--- src/rtl/ulpi_rx_bit_parser.sv ---
`timescale 1ns/1ps
// ULPI receive-side parser: splits RX CMD bytes from packet data and
// serializes buffered data bytes LSB-first into a bit-serial FIFO.
module ulpi_rx_bit_parser #(
    parameter int BUF_DEPTH = 4
) (
    input  logic       clk,
    input  logic       rst,
    input  logic       ulpi_dir,
    input  logic       ulpi_nxt,
    input  logic [7:0] ulpi_data,
    input  logic       fifo_full,
    output logic       bit_out,
    output logic       bit_valid,
    output logic [7:0] rx_cmd,
    output logic       rx_cmd_strobe,
    output logic       pkt_active,
    output logic       pkt_end,
    output logic       byte_drop
);

    localparam int AW = $clog2(BUF_DEPTH);
    localparam int CW = AW + 1;

    typedef enum logic [1:0] {
        IDLE     = 2'd0,
        TURN_IN  = 2'd1,
        RECV     = 2'd2,
        TURN_OUT = 2'd3
    } state_t;

    state_t        state_q;
    logic [7:0]    mem_q [BUF_DEPTH];
    logic [AW-1:0] wr_ptr_q;
    logic [AW-1:0] rd_ptr_q;
    logic [CW-1:0] count_q;
    logic [CW-1:0] count_d;
    logic [7:0]    sr_q;
    logic [2:0]    idx_q;
    logic          sr_valid_q;
    logic [7:0]    rx_cmd_q;
    logic          strobe_q;
    logic          pkt_end_q;
    logic          drop_q;

    logic push_req;
    logic push_ok;
    logic consume;
    logic last_bit;
    logic pop;

    assign push_req = (state_q == RECV) && ulpi_dir && ulpi_nxt;
    assign push_ok  = push_req && (count_q < CW'(BUF_DEPTH));
    assign consume  = sr_valid_q && !fifo_full;
    assign last_bit = consume && (idx_q == 3'd7);
    // Loading happens into an empty register or on the edge that retires bit 7.
    assign pop      = (count_q != '0) && (!sr_valid_q || last_bit);

    always_comb begin
        count_d = count_q;
        if (push_ok && !pop) begin
            count_d = count_q + CW'(1);
        end else if (!push_ok && pop) begin
            count_d = count_q - CW'(1);
        end
    end

    always_ff @(posedge clk) begin
        if (push_ok) begin
            mem_q[wr_ptr_q] <= ulpi_data;
        end
    end

    always_ff @(posedge clk) begin
        if (rst) begin
            state_q    <= IDLE;
            wr_ptr_q   <= '0;
            rd_ptr_q   <= '0;
            count_q    <= '0;
            sr_q       <= 8'h00;
            idx_q      <= 3'd0;
            sr_valid_q <= 1'b0;
            rx_cmd_q   <= 8'h00;
            strobe_q   <= 1'b0;
            pkt_end_q  <= 1'b0;
            drop_q     <= 1'b0;
        end else begin
            strobe_q  <= 1'b0;
            pkt_end_q <= 1'b0;
            count_q   <= count_d;
            if (push_ok) begin
                wr_ptr_q <= wr_ptr_q + AW'(1);
            end
            if (push_req && !push_ok) begin
                drop_q <= 1'b1;
            end
            unique case (state_q)
                IDLE: begin
                    if (ulpi_dir) begin
                        state_q <= TURN_IN;
                        drop_q  <= 1'b0;
                    end
                end
                TURN_IN: begin
                    state_q <= ulpi_dir ? RECV : IDLE;
                end
                RECV: begin
                    if (!ulpi_dir) begin
                        state_q   <= TURN_OUT;
                        pkt_end_q <= 1'b1;
                    end else if (!ulpi_nxt) begin
                        rx_cmd_q <= ulpi_data;
                        strobe_q <= 1'b1;
                    end
                end
                TURN_OUT: begin
                    state_q <= IDLE;
                end
                default: begin
                    state_q <= IDLE;
                end
            endcase
            if (pop) begin
                sr_q       <= mem_q[rd_ptr_q];
                rd_ptr_q   <= rd_ptr_q + AW'(1);
                idx_q      <= 3'd0;
                sr_valid_q <= 1'b1;
            end else if (last_bit) begin
                idx_q      <= 3'd0;
                sr_valid_q <= 1'b0;
            end else if (consume) begin
                idx_q <= idx_q + 3'd1;
            end
        end
    end

    assign bit_valid     = consume;
    assign bit_out       = sr_valid_q && sr_q[idx_q];
    assign rx_cmd        = rx_cmd_q;
    assign rx_cmd_strobe = strobe_q;
    assign pkt_active    = (state_q == RECV);
    assign pkt_end       = pkt_end_q;
    assign byte_drop     = drop_q;

endmodule

--- config.mk ---
export PLATFORM = sky130hd
export DESIGN_NAME = ulpi_rx_bit_parser
export DESIGN_NICKNAME = d
export VERILOG_FILES = /design/src/rtl/ulpi_rx_bit_parser.sv
export SDC_FILE = /design/constraint.sdc
export NUM_CORES = 1
export LEC_CHECK = 0
export CAP_MARGIN = 5
export CELL_PAD_IN_SITES_DETAIL_PLACEMENT = 0
export CELL_PAD_IN_SITES_GLOBAL_PLACEMENT = 1
export CORE_MARGIN = 2
export CORE_UTILIZATION = 45
export DETAILED_ROUTE_END_ITERATION = 8
export GPL_TIMING_DRIVEN = 1
export PLACE_DENSITY_LB_ADDON = 0.1
export SETUP_SLACK_MARGIN = 0.5
export SYNTH_ARGS = -nofsm -noshare
export SYNTH_HDL_FRONTEND = slang
export SYNTH_SLANG_ARGS = --single-unit
--- constraint.sdc ---
create_clock -name clk -period 4.6 [get_ports clk]
set_clock_uncertainty 0.15 [all_clocks]
set_input_delay 0.92 -clock clk [delete_from_list [all_inputs] [get_ports clk]]
set_output_delay 0.92 -clock clk [all_outputs]
set_load 0.01 [all_outputs]
==> results.cfg, run 1 <==
[setup_path]
crit_fanout = 7
cp_slowest_cell = clkdlybuf4s50_1
endpoint_kind = output port
worstReg2RegStart = idx_q[0]
start_kind = input pin
max_stage_delay_ns = 0.53
cp_cell_sequence = clkdlybuf4s50_1 -> nand2b_1 -> inv_1 -> clkdlybuf4s50_1
critical_path_arrival_ns = 2.19
crit_path_frequent_cell = clkdlybuf4s50_1
critPathKind = in -> out
worstPathRequired_ns = 3.53
cp-startpoint = fifo_full

[synthesis]
synth_top_cell_area_share = 0.3691
synth_compound_gate_area_share = 0.03988
ys.flop_type = edfxtp_1
synthAdderAreaFrac = 0.04133
synth.ff_latch_count = 64
synth_xor_area_frac = 0.02018
synth.cell_area_um2 = 2604
synth.distinct_cells = 31
yosys-top-cells-count = dfxtp_1 (32), edfxtp_1 (32), nand2_1 (19)
avgSynthCellArea_um2 = 13.70
synthMuxAreaShare = 0.1321
synth-edff-count = 32
synth_area_leaders = edfxtp_1 (37%), dfxtp_1 (25%), mux4_1 (5.0%)
synth_fp_nets = 211
async_flop_share = 0
synth_seq_area_share = 0.6151
synth_simple_gate_area_share = 0.1240
yosysWarningCount = 0
netlist_instances = 190
synth_top_family_by_area = multiplexers
netlist.top_cell.by_area = edfxtp_1

[power_and_ir_drop]
p_sw_mw = 0.4296
seqPwrFrac = 0.464
pwr-share-comb = 0.191
clkPwrFrac = 0.346
power_leakage_nw = 1.096
irDropWorstVdd_mv = 0.2035
powerDensity_nw_per_um2 = 494.7
p_int_mw = 1.122
switching_share = 0.2769

[placement]
place_congestion = 0.6846
portBuffers = 26
hpwl_um = 3076

[global_routing]
grt_max_degree = 33
grt_overflow = 0
grt_pass1_vias = 1582
grt_pass1_wl_um = 7369
antenna_found_initial = 0
gr-usage-all-layers = 0.1580

[floorplan]
initial_core_util = 0.4700
fp.dieArea_um2 = 6410
core_area_um2 = 5540
io_pins = 27
row_count = 27
die_y_um = 80.07
die_w_um = 80.07

[clock_tree]
clk_pin_slew_worst_paths_ns = 0.07
cts_sinks = 64
numCtsBuffers = 9
postCtsHoldBufs = 0
post_cts_resize_count = 0
cts_tree = done
clock_latency_ns = 0.34
cts-root-buf = clkbuf_8
htree_levels = 3
clockBufferDepth = 2
cts_setup_buffers = 0

[timing]
hold_viol_final = 0
fin_hold_ws_ns = 0.3131
rsz0062_at_grt = no
tightest_slew_ns = 1.160
setup_viol = 0
fin_setup_tns_ns = 0
slew_headroom = 0.2239
finalMaxSlewViolations = 0
clock.fmax_ghz = 0.3064
finalCritPeriodShare = 0.7096
period_minus_slack_ns = 3.264

[outcome]
status = completed

[cells_and_area]
drive_above_1_share = 0.1244
fin_nets = 241
area_delta_synth_final_pct = 20.42
diodes = 0

[drt]
routed_via_density = 5.061
wl_per_cell_um = 14.88
first_pass_iters = 4
ant_nets = 0
drc_errors = 0
wl_um = 4419
vias = 1503
drt_iter0_markers = 80

[min_path]
min_from = rx_cmd[0]
hold_class = reg -> reg

[flow_run]
max-cap-violations = 0
[stage by stage]
step	area (µm²)	cells	total power [mW]	util	worst slack, ns
2_1_floorplan	2604	190	0.9702	-	1.783
3_3_place_gp	2909	281	1.016	0.5251	1.156
3_5_place_dp	2909	281	1.033	0.5251	1.082
4_1_cts	3136	297	1.570	0.5659	1.315
5_1_grt	3136	297	1.638	0.5659	1.245
6_report	3136	297	1.551	0.5659	1.336
[cell usage in the layout (no fill, tap or decap), types with 2 or more instances in the layout]
| master | n |
|---|---|
| ha_1 | 7 |
| inv_6 | 2 |
| clkinv_4 | 2 |
| edfxtp_1 | 32 |
| nor3b_1 | 3 |
| nand2b_1 | 2 |
| nand2_1 | 19 |
| nor3_1 | 6 |
| inv_1 | 7 |
| dfxtp_1 | 32 |
| xor2_1 | 2 |
| a21oi_1 | 15 |
| clkdlybuf4s50_1 | 26 |
| and2_1 | 4 |
| mux4_1 | 5 |
| clkbuf_8 | 9 |
| nor3_2 | 2 |
| mux4_2 | 5 |
| nand3b_1 | 2 |
| nor2_1 | 16 |
| bufinv_16 | 2 |
| xnor2_1 | 4 |
| mux2i_1 | 10 |
[power by group through the flow]
stage | sequential, mW | clock [mW] | combinational [mW]
2_1_floorplan | 0.699 | 0 | 0.271
3_3_place_gp | 0.731 | 0 | 0.286
3_5_place_dp | 0.735 | 0 | 0.299
4_1_cts | 0.722 | 0.548 | 0.300
5_1_grt | 0.732 | 0.575 | 0.331
6_report | 0.720 | 0.536 | 0.296
[critical path: cells and delay by family]
family | cells | cell delay, ns
buffers and inverters | 3 | 1.03
AND/OR/NAND/NOR | 1 | 0.24
[final timing paths]
check,endpoint,slack (ns),cells past startpoint
worst min-delay path,rx_cmd[0],0.31,2
worst max register to register,count_q[2],1.75,11
worst min register to register,rx_cmd[0],0.31,2
worst max-delay path,bit_valid,1.34,4
[routing by layer]
metal  wire [µm]  GRT usage  vias to the layer above
met3         189    0.04382                       12
met2        2151     0.2533                       33
met5           0          0                        -
met1        1961     0.1871                      713
met4         117     0.1000                        0
li1            -          -                      745
[registers in the layout, summed over array words and instances, names as in the netlist, named ones only]
register and count:
mem_q 32, rx_cmd 8, sr_q 8, count_q 3, idx_q 3, rd_ptr_q 2
wr_ptr_q 2, byte_drop 1, pkt_end 1, rx_cmd_strobe 1, sr_valid_q 1, state_q 1
[logic make-up (layout without fill, tap and decap cells)]
family                   count (synthesis)  after routing
flip-flops                              64             64
AND/OR/NAND/NOR                         60             60
multiplexers                            20             20
AO/OA/AOI/OAI                           18             18
buffers and inverters                   14             49
adder cells (fa/ha/maj)                  8              8
XOR/XNOR                                 6              6
[cell type report]
type,count,area (µm²)
fill,465,2405
sequential,64,1602
multi-input combinational,112,930.9
timing repair buffer,26,260.3
clock buffer,9,123.9
clock inverter,7,102.6
tap,72,90.09
inverter,7,26.28
Power figures use the tool's default switching activity.
==> run 2, diff against run 1 <==
==> constraint.sdc (replaced) <==
create_clock -name clk -period 3.1 [get_ports clk]
set_clock_uncertainty 0.15 [all_clocks]
set_input_delay 0.62 -clock clk [delete_from_list [all_inputs] [get_ports clk]]
set_output_delay 0.62 -clock clk [all_outputs]
set_load 0.01 [all_outputs]
==> results.cfg, run 2 (synthesis results as in run 1) <==
[outcome]
status = completed

[global_routing]
use_met2 = 0.2600
gr-usage-all-layers = 0.1603
grt_overflow = 0
antenna_found_initial = 0
met1_usage = 0.1919
grt_max_degree = 33
grt_pass1_vias = 1602
met3_usage = 0.05393
top_usage_layer = met2
grt_pass1_wl_um = 7500

[cells_and_area]
fillers = 469
final_common_cell = edfxtp_1
largest_reg_flops = 32
diodes = 0
layout_common_cells = edfxtp_1 (32), dfxtp_1 (31), clkdlybuf4s50_1 (23), nand2_1 (19), nor2_1 (16)
final_area_um2 = 3144
regMostFlops = mem_q
fin_nets = 245
drive_above_1_share = 0.1528
area_delta_synth_final_pct = 20.76

[timing]
hold_viol_final = 0
setup_viol = 0
slew_headroom = 0.6201
tightest_slew_ns = 0.5691
fin_setup_tns_ns = 0
timing.final.ws_setup_ns = 0.5492
clock.fmax_ghz = 0.3920
period_minus_slack_ns = 2.551
finalCritPeriodShare = 0.8228
finalMaxSlewViolations = 0
rsz0062_at_grt = yes

[power_and_ir_drop]
irDropWorstVdd_mv = 0.3411
powerDensity_nw_per_um2 = 691.9
power_mw = 2.175
pwr-share-comb = 0.211
power_leakage_nw = 1.138
seqPwrFrac = 0.493
switching_share = 0.2961
clkPwrFrac = 0.295
p_int_mw = 1.531
p_sw_mw = 0.6441

[floorplan]
fp.dieArea_um2 = 6410
core_area_um2 = 5540
row_count = 27
die_y_um = 80.07
die_w_um = 80.07
initial_core_util = 0.4700
io_pins = 27

[clock_tree]
numCtsBuffers = 9
htree_levels = 3
cts_tree = done
clk_pin_slew_worst_paths_ns = 0.07
clockBufferDepth = 2
postCtsHoldBufs = 0
cts_sinks = 64
clock_latency_ns = 0.33
cts-root-buf = clkbuf_8

[setup_path]
start_kind = input pin
critPathKind = in -> reg
endpoint_kind = flip-flop
reg2regPathDepth = 11
critical_path_arrival_ns = 2.66
cp_cell_sequence = clkdlybuf4s50_1 -> nand2_1 -> nor3_4 -> ha_1 -> inv_1 -> fa_1 -> xor2_1 -> or3_1 -> a21oi_1
worstPathRequired_ns = 3.21
crit_fanout = 2
max_stage_delay_ns = 0.49
cp_slowest_cell = clkdlybuf4s50_1

[drt]
drc_errors = 0
first_pass_iters = 5
vias = 1519
drt_iter0_markers = 47
ant_nets = 0
wl_um = 4571
wl_per_cell_um = 15.19
routed_via_density = 5.047

[placement]
place_congestion = 0.6492
place_area_um2 = 2939
place_ws_ns = 0.1294
portBuffers = 26
hpwl_um = 3102

[flow_run]
max-cap-violations = 0

[min_path]
hold_class = reg -> reg
hold_depth = 2
run 2: cell count changes in the layout (fill, tap and decap cells not counted), sizes merged, moves of 2 or more:
cell	delta
clkinvlp	+2
buf	+4
bufinv	-2
inv	-2
clkdlybuf4s50	-3
dlymetal6s2s	+2
run 2: final timing paths:
check / startpoint / to / slack (ns)
max: ulpi_dir / count_q[2] / 0.55
min: rx_cmd[5] / rx_cmd[5] / 0.32
max reg2reg: idx_q[0] / count_q[2] / 0.59
min reg2reg: rx_cmd[5] / rx_cmd[5] / 0.32
run 2: area by class of cell:
| cell class | instances | area, µm² | area share |
|---|---|---|---|
| clock inverter | 6 | 45.04 | 0.01433 |
| sequential | 64 | 1605 | 0.5105 |
| inverter | 7 | 26.28 | 0.008357 |
| timing repair buffer | 30 | 294.0 | 0.09351 |
| multi-input combinational | 112 | 945.9 | 0.3008 |
| tap | 72 | 90.09 | 0.02865 |
| clock buffer | 10 | 137.6 | 0.04377 |
run 2: power by group through the flow:
| stage | registers [mW] | logic [mW] | clock network (mW) |
|---|---|---|---|
| finish | 1.07 | 0.460 | 0.643 |
| global route | 1.09 | 0.509 | 0.703 |
| CTS | 1.08 | 0.465 | 0.657 |
| detailed placement | 1.09 | 0.460 | 0 |
| global placement | 1.08 | 0.441 | 0 |
| floorplan | 1.04 | 0.402 | 0 |
run 2: critical path, delay by kind of cell:
family	cells	cell delay, ns
and+or+nand+nor	3	0.61
xor gates and xnor gates	1	0.15
buffers and inverters	2	0.55
AOI/OAI and AO/OA	1	0.16
adders and majority gates	2	0.57
run 2: through the flow:
step | util | hold slack (ns) | instances
CTS | 0.5653 | 0.3184 | 301
detailed placement | 0.5305 | 0.3058 | 285
floorplan | - | 0.2846 | 190
global placement | 0.5305 | 0.2928 | 285
finish | 0.5675 | 0.3162 | 301
global route | 0.5675 | 0.3267 | 301
run 2: layer usage:
metal	up-vias	wire length, µm
met5	-	0
met4	0	89
met3	9	196
met2	33	2208
met1	727	2076
li1	750	-
run 2: timing repair:
item / CTS / global route
cloned: 0 / 0
buffers inserted: 0 / 0
resized for setup: 5 / 3
setup endpoints to repair: 3 / 3
